### config.mk
export PLATFORM = sky130hd
export DESIGN_NAME = line_queue
export DESIGN_NICKNAME = d
export VERILOG_FILES = /design/src/rtl/line_queue.sv
export SDC_FILE = /design/constraint.sdc
export NUM_CORES = 1
export LEC_CHECK = 0
export CORE_ASPECT_RATIO = 1.4
export CORE_UTILIZATION = 59
export DETAILED_ROUTE_END_ITERATION = 10
export PLACE_DENSITY = 0.79
export SYNTH_ARGS = -nofsm -noshare
export SYNTH_HDL_FRONTEND = slang
export SYNTH_SLANG_ARGS = --single-unit
### constraint.sdc
create_clock -name clk -period 7.6 [get_ports clk]
set_clock_uncertainty 0.15 [all_clocks]
set_input_delay 1.14 -clock clk [delete_from_list [all_inputs] [get_ports clk]]
set_output_delay 1.14 -clock clk [all_outputs]
set_load 0.1 [all_outputs]
### src/rtl/line_queue.sv
`default_nettype none
// ============================================================================
//  Module   : line_queue
//  Purpose  : Buffers line commands and dispatches them one at a time to the
//             line drawer over a start/done handshake.
//  Revision : 1.0  initial release
// ============================================================================
module line_queue #(
    parameter int CORDW = 16,
    parameter int CIDXW = 4,
    parameter int DEPTH = 8
) (
    input  logic                         clk,
    input  logic                         rst_n,
    input  logic                         push,
    input  logic signed [CORDW-1:0]      x0,
    input  logic signed [CORDW-1:0]      y0,
    input  logic signed [CORDW-1:0]      x1,
    input  logic signed [CORDW-1:0]      y1,
    input  logic [CIDXW-1:0]             cidx,
    output logic                         full,
    output logic                         empty,
    output logic [$clog2(DEPTH+1)-1:0]   count,
    output logic                         overflow,
    input  logic                         run,
    output logic signed [CORDW-1:0]      lx0,
    output logic signed [CORDW-1:0]      ly0,
    output logic signed [CORDW-1:0]      lx1,
    output logic signed [CORDW-1:0]      ly1,
    output logic [CIDXW-1:0]             lcidx,
    output logic                         draw_start,
    input  logic                         draw_done,
    output logic                         busy,
    output logic                         idle
);

    localparam int c_PTRW = $clog2(DEPTH);
    localparam int c_CNTW = $clog2(DEPTH+1);
    localparam int c_ENTW = 4*CORDW + CIDXW;

    localparam logic [1:0] c_S_IDLE  = 2'd0;
    localparam logic [1:0] c_S_START = 2'd1;
    localparam logic [1:0] c_S_WAIT  = 2'd2;

    logic [c_ENTW-1:0] r_mem [DEPTH];
    logic [c_PTRW-1:0] r_wr_ptr;
    logic [c_PTRW-1:0] r_rd_ptr;
    logic [c_CNTW-1:0] r_count;
    logic [c_CNTW-1:0] w_count_nxt;
    logic              r_full;
    logic              r_empty;
    logic              r_overflow;
    logic              r_idle;
    logic [1:0]        r_state;
    logic [1:0]        w_state_nxt;
    logic              w_push_ok;
    logic              w_pop;
    logic signed [CORDW-1:0] r_lx0, r_ly0, r_lx1, r_ly1;
    logic [CIDXW-1:0]  r_lcidx;

    // A push into a full queue is dropped even if a pop frees a slot this cycle.
    always_comb begin
        w_push_ok   = push && !r_full;
        w_pop       = (r_state == c_S_IDLE) && run && !r_empty;
        w_count_nxt = r_count;
        case ({w_push_ok, w_pop})
            2'b10:   w_count_nxt = r_count + c_CNTW'(1);
            2'b01:   w_count_nxt = r_count - c_CNTW'(1);
            default: w_count_nxt = r_count;
        endcase
    end

    always_comb begin
        w_state_nxt = r_state;
        case (r_state)
            c_S_IDLE:  if (w_pop)     w_state_nxt = c_S_START;
            c_S_START:                w_state_nxt = c_S_WAIT;
            c_S_WAIT:  if (draw_done) w_state_nxt = c_S_IDLE;
            default:                  w_state_nxt = c_S_IDLE;
        endcase
    end

    // Storage carries no reset; validity is tracked by the pointers and count.
    always_ff @(posedge clk) begin
        if (w_push_ok) begin
            r_mem[r_wr_ptr] <= {x0, y0, x1, y1, cidx};
        end
    end

    always_ff @(posedge clk or negedge rst_n) begin
        if (!rst_n) begin
            r_wr_ptr   <= '0;
            r_rd_ptr   <= '0;
            r_count    <= '0;
            r_full     <= 1'b0;
            r_empty    <= 1'b1;
            r_overflow <= 1'b0;
            r_idle     <= 1'b1;
            r_state    <= c_S_IDLE;
            r_lx0      <= '0;
            r_ly0      <= '0;
            r_lx1      <= '0;
            r_ly1      <= '0;
            r_lcidx    <= '0;
        end else begin
            if (w_push_ok) begin
                r_wr_ptr <= r_wr_ptr + c_PTRW'(1);
            end
            if (push && r_full) begin
                r_overflow <= 1'b1;
            end
            if (w_pop) begin
                {r_lx0, r_ly0, r_lx1, r_ly1, r_lcidx} <= r_mem[r_rd_ptr];
                r_rd_ptr <= r_rd_ptr + c_PTRW'(1);
            end
            r_count <= w_count_nxt;
            r_full  <= (w_count_nxt == c_CNTW'(DEPTH));
            r_empty <= (w_count_nxt == '0);
            r_idle  <= (w_state_nxt == c_S_IDLE) && (w_count_nxt == '0);
            r_state <= w_state_nxt;
        end
    end

    assign full       = r_full;
    assign empty      = r_empty;
    assign count      = r_count;
    assign overflow   = r_overflow;
    assign idle       = r_idle;
    assign lx0        = r_lx0;
    assign ly0        = r_ly0;
    assign lx1        = r_lx1;
    assign ly1        = r_ly1;
    assign lcidx      = r_lcidx;
    assign draw_start = (r_state == c_S_START);
    assign busy       = (r_state == c_S_START) || (r_state == c_S_WAIT);

endmodule
`default_nettype wire
# Word-level counts from Yosys, hierarchy flattened

Memories as Yosys holds them, arrays and structs flattened. A register that Yosys moved wholly into a read port is not among the register bits.
Cells that the tools add are included.

Add/subtract/negate cells: 4
Mux-type cells: 6
Equal/unequal tests: 5
Reduce and logical (&&, ||, !) cells: 12

Operator list:

| operator                                                               | count |
|---|---|
| 4-bit case mux with 2 select lines                                     | 1 |
| 3-bit by 1-bit adder with 3-bit output (second input constant)         | 2 |
| 2-bit case mux with 3 select lines                                     | 1 |
| 1-bit logical AND                                                      | 5 |
| 4-bit by 1-bit adder with 4-bit output (second input constant)         | 1 |
| 2-bit by 1-bit equality test with 1-bit output (second input constant) | 2 |
| 2-bit equality test (second input constant)                            | 2 |
| 4-bit equality test (second input constant)                            | 1 |
| 2-bit zero test                                                        | 2 |
| 4-bit zero test                                                        | 1 |
| 2-bit two-way mux                                                      | 2 |
| 4-bit by 1-bit subtractor with 4-bit output (second input constant)    | 1 |
| 1-bit zero test                                                        | 3 |
| 1-bit two-way mux                                                      | 2 |
| 1-bit logical OR                                                       | 1 |

Flip-flop bits (word level): 16
Output and inout bits: 78
Memories: 1
Word-level logic and storage cells: 36
RAM bits: 544

Memory list:

| name  | depth | bits a word | rd ports | clocked after Yosys merged registers in | wr ports | RTL line | source |
|---|---|---|---|---|---|---|---|
| r_mem | 8     | 68          | 1        | 1                                       | 1        | 45       | `logic [c_ENTW-1:0] r_mem [DEPTH];` |

# Longest topological paths before layout

Depth after elaboration: 7
Gate-level depth with buffers: 13
Mapped depth without buffers: 10

# Worst setup path after synthesis

No wires, ideal clock.

Path kind: input -> register
Start point: input port push
End point: memory r_mem[0][0] (netlist bit), enable pin
Data required time: 6.873 ns
Cell stages on the path: 3
Path slack: 0.626 ns
Arrival time: 6.247 ns
Buffers on the path: 0
Cells stage by stage: nor2b_1 > nand2b_1 > nor3_1

Longest elaborated chain between the ends: 3

RTL lines:

| item                                    | RTL line | source |
|---|---|---|
| start, declared                         | 15       | `input logic push,` |
| 1-bit logical AND                       | 63       | `w_push_ok = push && !r_full;` |
| 1-bit two-way mux                       | 85       | `if (w_push_ok) begin` |
| 1-bit two-way mux (not written as such) | 86       | `r_mem[r_wr_ptr] <= {x0, y0, x1, y1, cidx};` |
| end, declared                           | 45       |  |

No other way between the ends.

# Worst setup path after layout

Start point: input port push
End point: memory r_mem[5][32] (netlist bit), enable pin

Same word-level chain as after synthesis.

==> qor.txt <==
Outcome - complete, no violations
Worst R2R End - idle$_DFF_PN1_
Max Cap Violations - 0
Syn Area/Cell - 21.6 um2
Synth Cell Area - 23,700 um2
Core Area - 39,500 um2
Clock Latency Late Sink - 0.58 ns
Layout cells sized above 1 - 0.198
Clk buf depth - 3
Primary FF master, synth - edfxtp_1
Worst Setup End Kind - register
Starting Density - 0.599
Post-synthesis cell count - 1,098
Die footprint - 40,900 um2
RSZ-0062 raised after global routing - no
Worst-path cell chain - clkdlybuf4s50_1 -> nor2b_1 -> nand2_1 -> nor2_4 -> buf_4
Largest net degree at the start of global routing - 115
Final HPWL DP - 24,300 um
CTS Buf Count - 54
Number of DRC violations after detailed-routing iteration 0 - 885
Syn. warnings - 0
Die height - 239 um
Gr ovfl total - 0
Commonest cells in the netlist - 544 x edfxtp_1, 136 x mux4_2, 82 x dfrtp_1
Port Buffers - 150
VDD IR max - 0.000347 V
First-pass GRT wire length - 68,800 um
Period utilization - 0.543
CP required - 7.66 ns
Sum Neg Setup Slack - 0 ns
Hold Fails Final Rpt - 0
Crit start category - input port
Post-synth EDFFs - 544
Final instance area - 27,500 um2
GP Congestion - 0.744
CTS Root Cell - clkbuf_16
Power Dens Cells - 438 nW/um2
Drt wl/cell - 24.6 um
Reg2reg path depth - 10
Hold buffers post-CTS - 0
Seq/Total Area, Yosys - 0.779
Post-synthesis register bit count - 628
Vias in the first global route - 11,800
Worst slew pin tran - 1.14 ns
Yosys top cell area share - 0.690
Initial antenna violation count - 4
Routed Antenna Nets - 0
Synth async-reset ratio - 0.134
Multi-input logic area - 4930 um2
Unique masters post-synth - 36
Die X - 171 um
Area growth, synth to finish - 16.2%
Drt drc - 0
Post-cts resize count - 0
Area after DPL - 25,700 um2
All-Layer GR Usage - 0.231
Pleak - 0.00917 uW
Slew headroom - 0.235
# fillers - 2,365
FF+latch area - 18,500 um2
Vias per inst - 6.03
Fmax - 242 MHz
CTS tree - built
Syn Nets - 1,180
Critical Path AT - 4.19 ns
Max Slew Vio Count - 0
CP peak stage delay - 0.97 ns
Largest cells by area after synthesis - edfxtp_1 69%, mux4_2 13%, dfrtp_1 8.7%
Crit path max fanout - 36
Pre-antenna DRT Iters - 7
Routed wire length - 45,400 um
Most frequent cell after synthesis - edfxtp_1
CTS H-Tree Depth - 2
R2R Setup Slk - 3.87 ns
CP max-delay cell - nor2_4
Via count - 11,100
Crit path time final - 4.13 ns
Worst min path class - input port to asynchronous set/reset pin
Final net count - 1,347
Critical path class - input port to register
Setup-failing EPs final - 0
Rows - 86
Reg2reg start - r_state[0]$_DFF_PN0_
I/O pins - 151
Clock Sink Count - 628
Reg clk slew, reported paths - 0.07 ns
Synth area leader - edfxtp_1
Post-CTS setup buffers - 0
-- per-layer routing --
layer / track usage / part of all wire / vias to the layer above
met5: 0 / 0 / -
met4: 0.0790 / 0.028 / 0
met3: 0.0305 / 0.051 / 81
met2: 0.414 / 0.54 / 369
met1: 0.290 / 0.38 / 5865
li1: - / - / 4784
-- metrics by stage --
step / hold WS [ns] / util / total power [uW] / std cells / worst slack (ns)
finish: 0.284 / 0.696 / 12000 / 1841 / 3.47
global route: 0.299 / 0.696 / 12500 / 1840 / 3.23
CTS: 0.285 / 0.696 / 12200 / 1837 / 3.40
detailed placement: 0.301 / 0.650 / 9350 / 1737 / 2.83
global placement: 0.301 / 0.650 / 9250 / 1737 / 2.92
floorplan: 0.307 / - / 8280 / 1098 / 0.626
-- registers in the layout, summed over array words and instances, names as in the netlist --
| signal | flops |
|---|---|
| lx0 | 16 |
| ly1 | 16 |
| full | 1 |
| r_mem | 544 |
| r_wr_ptr | 3 |
| lx1 | 16 |
| empty | 1 |
| idle | 1 |
| lcidx | 4 |
| ly0 | 16 |
| overflow | 1 |
| r_state | 2 |
| r_rd_ptr | 3 |
| count | 4 |
-- layout make-up --
type,count,share of cell area
sequential,628,0.671
multi-input combinational,412,0.179
timing repair buffer,166,0.0593
clock buffer,74,0.0552
tap,528,0.0240
clock inverter,26,0.0104
inverter,3,0.000409
antenna,4,0.000364
-- logic make-up (layout without fill, tap and decap cells) --
logic type	after synthesis	in the layout	synth area share
buffers and inverters	58	269	0.0151
AOI/OAI and AO/OA	81	81	0.0180
other	0	4	0
adders and majority gates	9	9	0.00476
xor gates and xnor gates	7	7	0.00259
DFF	628	628	0.779
muxes	209	209	0.161
and+or+nand+nor	106	106	0.0196
-- power breakdown --
group	internal [uW]	total [uW]	switching (uW)
logic	1510	4400	2890
clock network	1600	2790	1190
registers	4470	4860	391
total	7580	12000	4470
-- worst max path at each step --
stage / cells after the start / slack [ns] / start / end
6_report: 5 / 3.47 / push / r_mem[5][32]$_DFFE_PP_
4_1_cts: 5 / 3.40 / push / r_mem[5][32]$_DFFE_PP_
2_1_floorplan: 3 / 0.63 / push / r_mem[0][0]$_DFFE_PP_
3_5_place_dp: 5 / 2.83 / push / r_mem[5][5]$_DFFE_PP_
3_3_place_gp: 5 / 2.92 / push / r_mem[5][65]$_DFFE_PP_
5_1_grt: 5 / 3.23 / push / r_mem[5][0]$_DFFE_PP_
-- worst max-delay path, delay by kind of cell --
| family | cells | cell delay, ns |
|---|---|---|
| buffers and inverters | 2 | 1.12 |
| AND/OR/NAND/NOR | 3 | 1.91 |
-- cells in the final DEF, fill, tap and decap left out, types with 6 or more instances in the layout --
cell type        instances
a21oi_1                 72
buf_4                   16
bufinv_16                6
clkbuf_1                12
clkbuf_16               55
clkbuf_8                 7
clkdlybuf4s50_1        149
clkinv_1                 6
clkinv_2                10
dfrtp_1                 79
edfxtp_1               544
ha_1                     9
mux2i_1                 68
mux4_2                 136
nand2_1                  7
nor2_1                  72
nor2_4                   6
Note: power is estimated with default switching activity, not from simulation.
